==> config.mk <==
export PLATFORM = sky130hd
export DESIGN_NAME = ascii_hex_parser
export DESIGN_NICKNAME = d
export VERILOG_FILES = /design/src/rtl/ascii_hex_parser.sv
export SDC_FILE = /design/constraint.sdc
export NUM_CORES = 1
export LEC_CHECK = 0
export CAP_MARGIN = 20
export CORE_ASPECT_RATIO = 0.7
export CORE_MARGIN = 4
export CORE_UTILIZATION = 55
export DETAILED_ROUTE_END_ITERATION = 10
export PLACE_DENSITY = 0.83
export SKIP_CTS_REPAIR_TIMING = 1
export SLEW_MARGIN = 20
export SYNTH_ARGS = -nofsm -noshare
export SYNTH_HDL_FRONTEND = slang
export SYNTH_SLANG_ARGS = --single-unit
==> constraint.sdc <==
create_clock -name clk -period 5.5 [get_ports clk]
set_input_delay 0.55 -clock clk [delete_from_list [all_inputs] [get_ports clk]]
set_output_delay 0.55 -clock clk [all_outputs]
set_load 0.02 [all_outputs]
==> src/rtl/ascii_hex_parser.sv <==
// ascii_hex_parser: accumulates ASCII hex digits into a binary value and
// presents the token on a valid/ready output when a terminator arrives.
// Illegal characters and over-long tokens raise a one-cycle error pulse
// and the rest of the token is discarded up to the next terminator.
module ascii_hex_parser #(
    parameter int NDIGITS = 4,
    parameter int CW      = 3
) (
    input  logic                 clk,
    input  logic                 rst,
    input  logic [7:0]           in_data,
    input  logic                 in_valid,
    output logic                 in_ready,
    output logic [4*NDIGITS-1:0] out_value,
    output logic [CW-1:0]        out_digits,
    output logic                 out_valid,
    input  logic                 out_ready,
    output logic                 err,
    output logic [1:0]           err_code
);

    localparam int VW = 4 * NDIGITS;

    typedef enum logic [1:0] {
        S_IDLE,
        S_ACCUM,
        S_DISCARD
    } state_t;

    localparam logic [1:0] ERR_NONE    = 2'b00;
    localparam logic [1:0] ERR_ILLEGAL = 2'b01;
    localparam logic [1:0] ERR_OVERFLOW = 2'b10;

    state_t         state_q, state_d;
    logic [VW-1:0]  acc_q, acc_d;
    logic [CW-1:0]  cnt_q, cnt_d;
    logic [VW-1:0]  out_value_q, out_value_d;
    logic [CW-1:0]  out_digits_q, out_digits_d;
    logic           out_valid_q, out_valid_d;
    logic           err_q, err_d;
    logic [1:0]     err_code_q, err_code_d;

    logic           accept;
    logic           is_digit;
    logic           is_term;
    logic [3:0]     nibble;

    // Input is taken only while no parsed value is waiting; out_ready has no
    // combinational path to in_ready.
    assign in_ready = ~out_valid_q;
    assign accept   = in_valid & in_ready;

    // Classify the incoming character and derive its nibble value.
    always_comb begin
        // NOTE: every combinational output gets a default first so that no
        // path through the block leaves it unassigned (which would infer a latch).
        is_digit = 1'b0;
        is_term  = 1'b0;
        nibble   = in_data[3:0];
        if (in_data >= 8'h30 && in_data <= 8'h39) begin
            is_digit = 1'b1;
        end else if ((in_data >= 8'h61 && in_data <= 8'h66) ||
                     (in_data >= 8'h41 && in_data <= 8'h46)) begin
            // 'a'..'f' and 'A'..'F' both carry 1..6 in the low nibble.
            is_digit = 1'b1;
            nibble   = in_data[3:0] + 4'd9;
        end else if (in_data == 8'h0D || in_data == 8'h0A || in_data == 8'h20) begin
            is_term = 1'b1;
        end
    end

    // Next-state logic for the token FSM, accumulator and output registers.
    always_comb begin
        state_d      = state_q;
        acc_d        = acc_q;
        cnt_d        = cnt_q;
        out_value_d  = out_value_q;
        out_digits_d = out_digits_q;
        out_valid_d  = out_valid_q & ~out_ready;
        err_d        = 1'b0;
        err_code_d   = ERR_NONE;

        // A load can only happen when out_valid_q is low, so it never
        // collides with the handshake clear above.
        if (accept) begin
            unique case (state_q)
                S_IDLE: begin
                    if (is_digit) begin
                        acc_d   = {{(VW-4){1'b0}}, nibble};
                        cnt_d   = CW'(1);
                        state_d = S_ACCUM;
                    end else if (!is_term) begin
                        err_d      = 1'b1;
                        err_code_d = ERR_ILLEGAL;
                        state_d    = S_DISCARD;
                    end
                end
                S_ACCUM: begin
                    if (is_digit) begin
                        if (cnt_q == CW'(NDIGITS)) begin
                            err_d      = 1'b1;
                            err_code_d = ERR_OVERFLOW;
                            state_d    = S_DISCARD;
                        end else begin
                            acc_d = {acc_q[VW-5:0], nibble};
                            cnt_d = cnt_q + CW'(1);
                        end
                    end else if (is_term) begin
                        out_value_d  = acc_q;
                        out_digits_d = cnt_q;
                        out_valid_d  = 1'b1;
                        acc_d        = '0;
                        cnt_d        = '0;
                        state_d      = S_IDLE;
                    end else begin
                        err_d      = 1'b1;
                        err_code_d = ERR_ILLEGAL;
                        state_d    = S_DISCARD;
                    end
                end
                S_DISCARD: begin
                    if (is_term) begin
                        acc_d   = '0;
                        cnt_d   = '0;
                        state_d = S_IDLE;
                    end
                end
                default: begin
                    state_d = S_IDLE;
                end
            endcase
        end
    end

    // State registers with synchronous reset; a reset mid-token drops it silently.
    always_ff @(posedge clk) begin
        // NOTE: sequential state uses non-blocking assignments so every
        // register samples the pre-edge values regardless of statement order.
        if (rst) begin
            state_q      <= S_IDLE;
            acc_q        <= '0;
            cnt_q        <= '0;
            out_value_q  <= '0;
            out_digits_q <= '0;
            out_valid_q  <= 1'b0;
            err_q        <= 1'b0;
            err_code_q   <= ERR_NONE;
        end else begin
            state_q      <= state_d;
            acc_q        <= acc_d;
            cnt_q        <= cnt_d;
            out_value_q  <= out_value_d;
            out_digits_q <= out_digits_d;
            out_valid_q  <= out_valid_d;
            err_q        <= err_d;
            err_code_q   <= err_code_d;
        end
    end

    assign out_value  = out_value_q;
    assign out_digits = out_digits_q;
    assign out_valid  = out_valid_q;
    assign err        = err_q;
    assign err_code   = err_code_q;

endmodule
; After elaboration in Yosys (flattened, before gate mapping)
; Cells that the tools add are included.
[totals]
reg_bits = 44
in_bits = 12
output_inout_bits = 24
elab_cells = 83
[op_classes]
add_sub_neg = 2
magnitude_cmp = 6
eq_ne = 11
mux = 38
bitwise = 6
n_reduce_logical = 12
[ops]
columns = op, n
row1 = 16-bit 2-to-1 mux, 4
row2 = 16-bit case mux with 3 select lines, 1
row3 = 8-bit by 4-bit == test with 1-bit output (second input constant), 2
row4 = 8-bit by 7-bit greater-or-equal comparator with 1-bit output (second input constant), 2
row5 = 8-bit by 7-bit less-or-equal comparator with 1-bit output (second input constant), 2
row6 = 2-bit 2-to-1 mux, 8
row7 = 1-bit 2-to-1 mux, 15
row8 = 3-bit 2-to-1 mux, 4
row9 = 4-bit AND reduction, 3
row10 = 3-bit != test (second input constant), 3
row11 = 3-bit case mux with 3 select lines, 1
row12 = 8-bit by 6-bit == test with 1-bit output (second input constant), 1
row13 = 8-bit by 6-bit greater-or-equal comparator with 1-bit output (second input constant), 1
row14 = 8-bit by 6-bit less-or-equal comparator with 1-bit output (second input constant), 1
row15 = 4-bit 2-to-1 mux, 2
row16 = 2-bit case mux with 3 select lines, 1
row17 = 4-bit adder (second input constant), 1
row18 = 2-bit != test (second input constant), 2
row19 = 1-bit inverter, 4
row20 = 2-bit case mux with 2 select lines, 1
row21 = 3-bit by 1-bit adder with 3-bit output (second input constant), 1
row22 = 3-bit == test (second input constant), 1
row23 = 1-bit logical AND, 3
row24 = 1-bit logical OR, 3
row25 = 7 further kinds, 8

; Logic depth before layout (Yosys ltp)
[depth]
word_depth = 10
ltp_mapped = 10
depth_no_buf = 8

; Worst setup path before layout
; No wires, ideal clock.
[synth_path]
path_kind = input to register
start = input in_data[1]
end = register out_value_q[0] (netlist: out_value[0])
setup_ns = 0.070
t_arrival_ns = 2.341
required_ns = 5.430
setup_slack_ns = 3.089
path_stages = 9
n_path_buf = 1
cell_sequence = inv_1 -> ha_1 -> nand2b_1 -> a2111oi_2 -> nand2_1 -> nor3_2 -> buf_2 -> nand2_1 -> a21oi_1
[synth_between]
elab_chain_cells = 7
elab_cells_between_ends = 22
cone_classes = 6 x order compare / 3 x eq/ne / 5 x mux / 1 x bitwise / 7 x reduce/logical
[synth_rtl]
columns = element, line_no
row1 = from (decl), 11  ; input logic [7:0] in_data,
row2 = 8-bit by 7-bit greater-or-equal comparator with 1-bit output (tied with other cells), 62  ; end else if ((in_data >= 8'h61 && in_data <= 8'h66) ||
row3 = 1-bit logical AND (tied with other cells), 62
row4 = 1-bit logical OR (on tied branches), "62, 67"
row5 = 1-bit 2-to-1 mux (on tied branches), "62, 67"
row6 = 1-bit 2-to-1 mux (on tied branches), "60, 62"
row7 = 1-bit inverter (no source line) / 1-bit 2-to-1 mux (equally long branches), n/a
row8 = 4-bit AND reduction (no source line) (*), n/a
row9 = to (signal assigned), 152  ; out_value_q <= out_value_d;
row10 = to (decl), 37  ; logic [VW-1:0] out_value_q, out_value_d;
; Every way passes the cells marked *; elsewhere a longest branch is shown, timed or not.
; A chain may end at the register's enable or synchronous reset.

; Final worst setup path
[layout_path]
start = input in_data[0]
end = register acc_q[2]
[layout_between]
elab_chain_cells = 9
elab_cells_between_ends = 31
cone_classes = 1 x add/sub / 6 x order compare / 5 x eq/ne / 12 x mux / 7 x reduce/logical
[layout_rtl]
columns = element, line_no
row1 = "parallel branches: the longest is 9 deep, another holds 8-bit by 7-bit greater-or-equal comparator with 1-bit output", n/a
row2 = to (signal assigned), 141  ; acc_q <= '0;
row3 = to (signal assigned), 150  ; acc_q <= acc_d;
row4 = to (decl), 35  ; logic [VW-1:0] acc_q, acc_d;
; Parallel ways; which one is timed is not known. The select of a mux whose other input is x is not followed.

==> out/summary.md <==
In this run the count of I/O pins placed on the die edge is 36. The most area-hungry cell type in the Yosys netlist is sky130_fd_sc_hd__dfxtp_1. Summing the areas of all fa, ha and maj instances in the mapped netlist gives 6.94% of the synthesized area. The worst vdd rail ir drop is 258 uV. Along the worst path, the maximum fanout reaches 17. Kind of launch point of the worst setup path: a primary input. The synthesized design devotes to its leading area cell type 44.4% of total area. The logs give 44 for the CTS sink count and 3300 um^2 for the floorplan core area. The average footprint of a synthesized cell works out to 9.35 um^2. The die covers 4640 um^2. Detailed routing inserted a total of 1623 vias.

The global-route wire length before repair was 7.22 mm; the number of buffer cells added on primary ports was 35. The endpoint class of the critical path is a register. Together, buffers and inverters on the worst path number 2.

The tools report the number of slew-limit violations in the final report as 0. The tool flagged a number of max-cap violations equal to 0. The run gives 0 as the DRC violations left.

Between clock sinks in the finished design, the worst skew comes to 0.00721 ns. The share of synthesized flip-flops with an asynchronous set or reset works out to 0%. From bottom edge to top edge, the die measures 58.2 um. The cell area power density is 261 nW/um^2. Walking the worst path, the cells encountered are clkdlybuf4s50_1 > inv_1 > ha_1 > nor3b_1 > a311oi_2 > or2_2 > a41oi_4 > a21oi_4 > o2bb2ai_1. The width of the chip is 79.8 um. The run finished with clean final reports. Pin count of the biggest net entering global routing: 32. The worst hold path endpoint was out_digits[2]. For the worst max-slew margin expressed relative to the limit, the log shows 45.0%. Synthesis inferred 44 register bits. The share of the core filled with cells was 74.4%. Post-layout net count: 265. Setup repair after global routing left no endpoint under its margin. The share of the Yosys chip area taken by registers is 44.4%.

Once detail routing completed, the nets flagged for antenna violations numbered 0. For the number of antenna violations at the first check in global routing, the log shows 0. The slowest stage of the critical path belongs to the cell sky130_fd_sc_hd__a311oi_2.

The deepest clock path buffer count was 2; the post-layout minimum cycle time was 3.23 ns. The congestion estimate from routability-driven global placement came to 0.873. The worst register-to-register path begins at state_q[1]. The total overflow reported by the global router is 0. The mapped netlist covers 1980 um^2.

The tools report the number of global-route vias before repair as 1513. The floorplan has 17 rows. Summed over all cells, the static leakage comes to 0.868 nW. The share of layout cells above drive strength 1 is 7.82%.

The type of the tightest min-delay check was register to register. TritonCTS built the clock tree. Dividing the detail-routed via count by the number of cells gives 5.60. Synthesis produced a netlist whose cell count is 212. The cell family contributing the most delay on the critical path is compound AO/OA/AOI/OAI gates.

The worst hold path was traced through 2 stages. In this design, the stage delay of the slowest critical-path cell is 0.73 ns. At the worst endpoint, the required time is 5.71 ns. The total global routing track utilization is 19.6%, and the aggregate routed wire length is 4.14 mm. The count of endpoints failing hold in the final timing report was 0. At the pin with the least slew margin, the transition time is 0.825 ns. The post-synthesis share of cell area spent on and, or, nand and nor gates was 16.5%; the iteration count of the initial detailed-routing pass was 4. The run gives 3.36 ns as the internal reg-to-reg setup slack. In this run the critical register-to-register path is captured at acc_q[2]. Sorting the synthesized cells by area gives the leading types as sky130_fd_sc_hd__dfxtp_1, sky130_fd_sc_hd__nand2_1, sky130_fd_sc_hd__ha_1. The TritonCTS buffer count was 5; the number of cells traversed by the worst register-to-register path was 7.

The H-tree was split into 2 levels. In this run, distinct cell masters in the synthesized netlist total 48. The CTS root buffer was sky130_fd_sc_hd__clkbuf_8. The startpoint-to-endpoint class of the critical path is primary input to register. The worst hold path begins at out_digits[2]. Adding up every negative setup slack in the final design gives 0 ns. The leading register cell type out of synthesis is sky130_fd_sc_hd__dfxtp_1. The clock reaches the later pin of the worst-skew pair after 0.29 ns. Once the floorplan was initialized, standard cells occupied 60.1% of the core. Summing the areas of all xor and xnor instances in the mapped netlist gives 0.884% of the synthesized area. The detailed router finished its first iteration with 114 violations. The mux contribution to synthesized area works out to 0.505%.

The area growth from synthesis to layout came out at 23.7%. The run gives 0 as the count of inserted antenna diode cells. Timing would allow up to 310 MHz.

The total half-perimeter wirelength after legalization and detailed placement came out at 2.95 mm. Sorting the synthesized cells by how often they occur yields sky130_fd_sc_hd__dfxtp_1, sky130_fd_sc_hd__nand2_1, sky130_fd_sc_hd__a21oi_1, sky130_fd_sc_hd__a22o_1, sky130_fd_sc_hd__ha_1. The clock transition at the register clock pins on the worst setup and hold paths after CTS works out to 0.08 ns.

For the arrival time at the worst endpoint, the log shows 3.44 ns. After synthesis, the largest family of logic cells by area is compound AO/OA/AOI/OAI gates. The routed wire length per instance was 14.3 um. Summing the areas of all compound-gate instances in the mapped netlist gives 25.9% of the synthesized area. The number of synthesized flops with an enable pin is 0, and the yosys synthesis warning count is 0. Of the available clock period, the critical path in the final layout requires 58.6%. The net count after synthesis came out at 235. Setup violations remaining at the end of the flow were counted as 0.
[kinds of logic (layout without fill, tap and decap cells)]
kind of cell,count (synthesis),in the layout
mux,1,1
fa+ha+maj,11,11
simple gates,69,69
flops,44,44
xor+xnor,2,2
buf+inv,21,52
compound gates,64,64
[sequential cells by signal (all words and copies together) (netlist names)]
name and count:
out_value 16, cnt_q 3, state_q 2, err 1, err_code 2, acc_q 16
out_valid 1, out_digits 3
[how the worst max path moves through the flow]
stage / slack, ns / depth (start not counted) / end / start
after floorplan: 3.09 / 9 / out_value[0] / in_data[1]
after global placement: 2.04 / 8 / out_value[11] / in_data[0]
after detailed placement: 1.86 / 9 / out_value[10] / in_data[1]
after CTS: 2.16 / 9 / out_value[10] / in_data[1]
after global routing: 2.14 / 9 / out_value[5] / in_data[1]
final: 2.27 / 9 / acc_q[2] / in_data[0]
[per-layer routing]
metal | track usage [%] | vias up | wire (um)
li1 | - | 809 | -
met1 | 28.0 | 760 | 2090
met2 | 30.1 | 49 | 1760
met3 | 4.35 | 5 | 247
met4 | 5.06 | 0 | 46
met5 | 0 | - | 0
[area by class of cell]
type	count	area, um^2
clock buffers	6	82.6
clock inverters	2	38.8
fillers	265	845
inverters	9	33.8
multi-input cells	147	1010
flip-flops and latches	44	881
well taps	47	58.8
repair buffers	35	345
[report_power, final]
group,internal [W],switching [W]
logic,0.0000240,0.0000334
clock network,0.000148,0.000108
registers,0.000323,0.00000354
[worst register-to-register path, stage by stage, from the launching register on]
cell	delay, ns
sky130_fd_sc_hd__dfxtp_1	0.34
sky130_fd_sc_hd__inv_1	0.10
sky130_fd_sc_hd__ha_1	0.36
sky130_fd_sc_hd__inv_1	0.21
sky130_fd_sc_hd__nor3_1	0.27
sky130_fd_sc_hd__o211ai_1	0.16
sky130_fd_sc_hd__a21oi_4	0.44
sky130_fd_sc_hd__o2bb2ai_1	0.19
[placed cells by master, fill, tap and decap left out, drive strengths merged, types with 5 or more instances in the layout]
| cell | count |
|---|---|
| nand2 | 44 |
| dfxtp | 44 |
| clkdlybuf4s50 | 34 |
| a21oi | 24 |
| a22o | 13 |
| ha | 11 |
| inv | 9 |
| clkbuf | 6 |
| nor2 | 5 |
| o21ai | 5 |
[stage by stage]
stage	cell area [um^2]	hold slack, ns	setup slack (ns)	total power [W]	cells
finish	2450	0.454	2.27	0.000640	290
global route	2450	0.478	2.14	0.000665	290
global placement	2330	0.444	2.04	0.000390	282
detailed placement	2330	0.446	1.86	0.000391	282
floorplan	1980	0.432	3.09	0.000370	212
CTS	2450	0.458	2.16	0.000644	290
(Power assumes the default switching activity.)
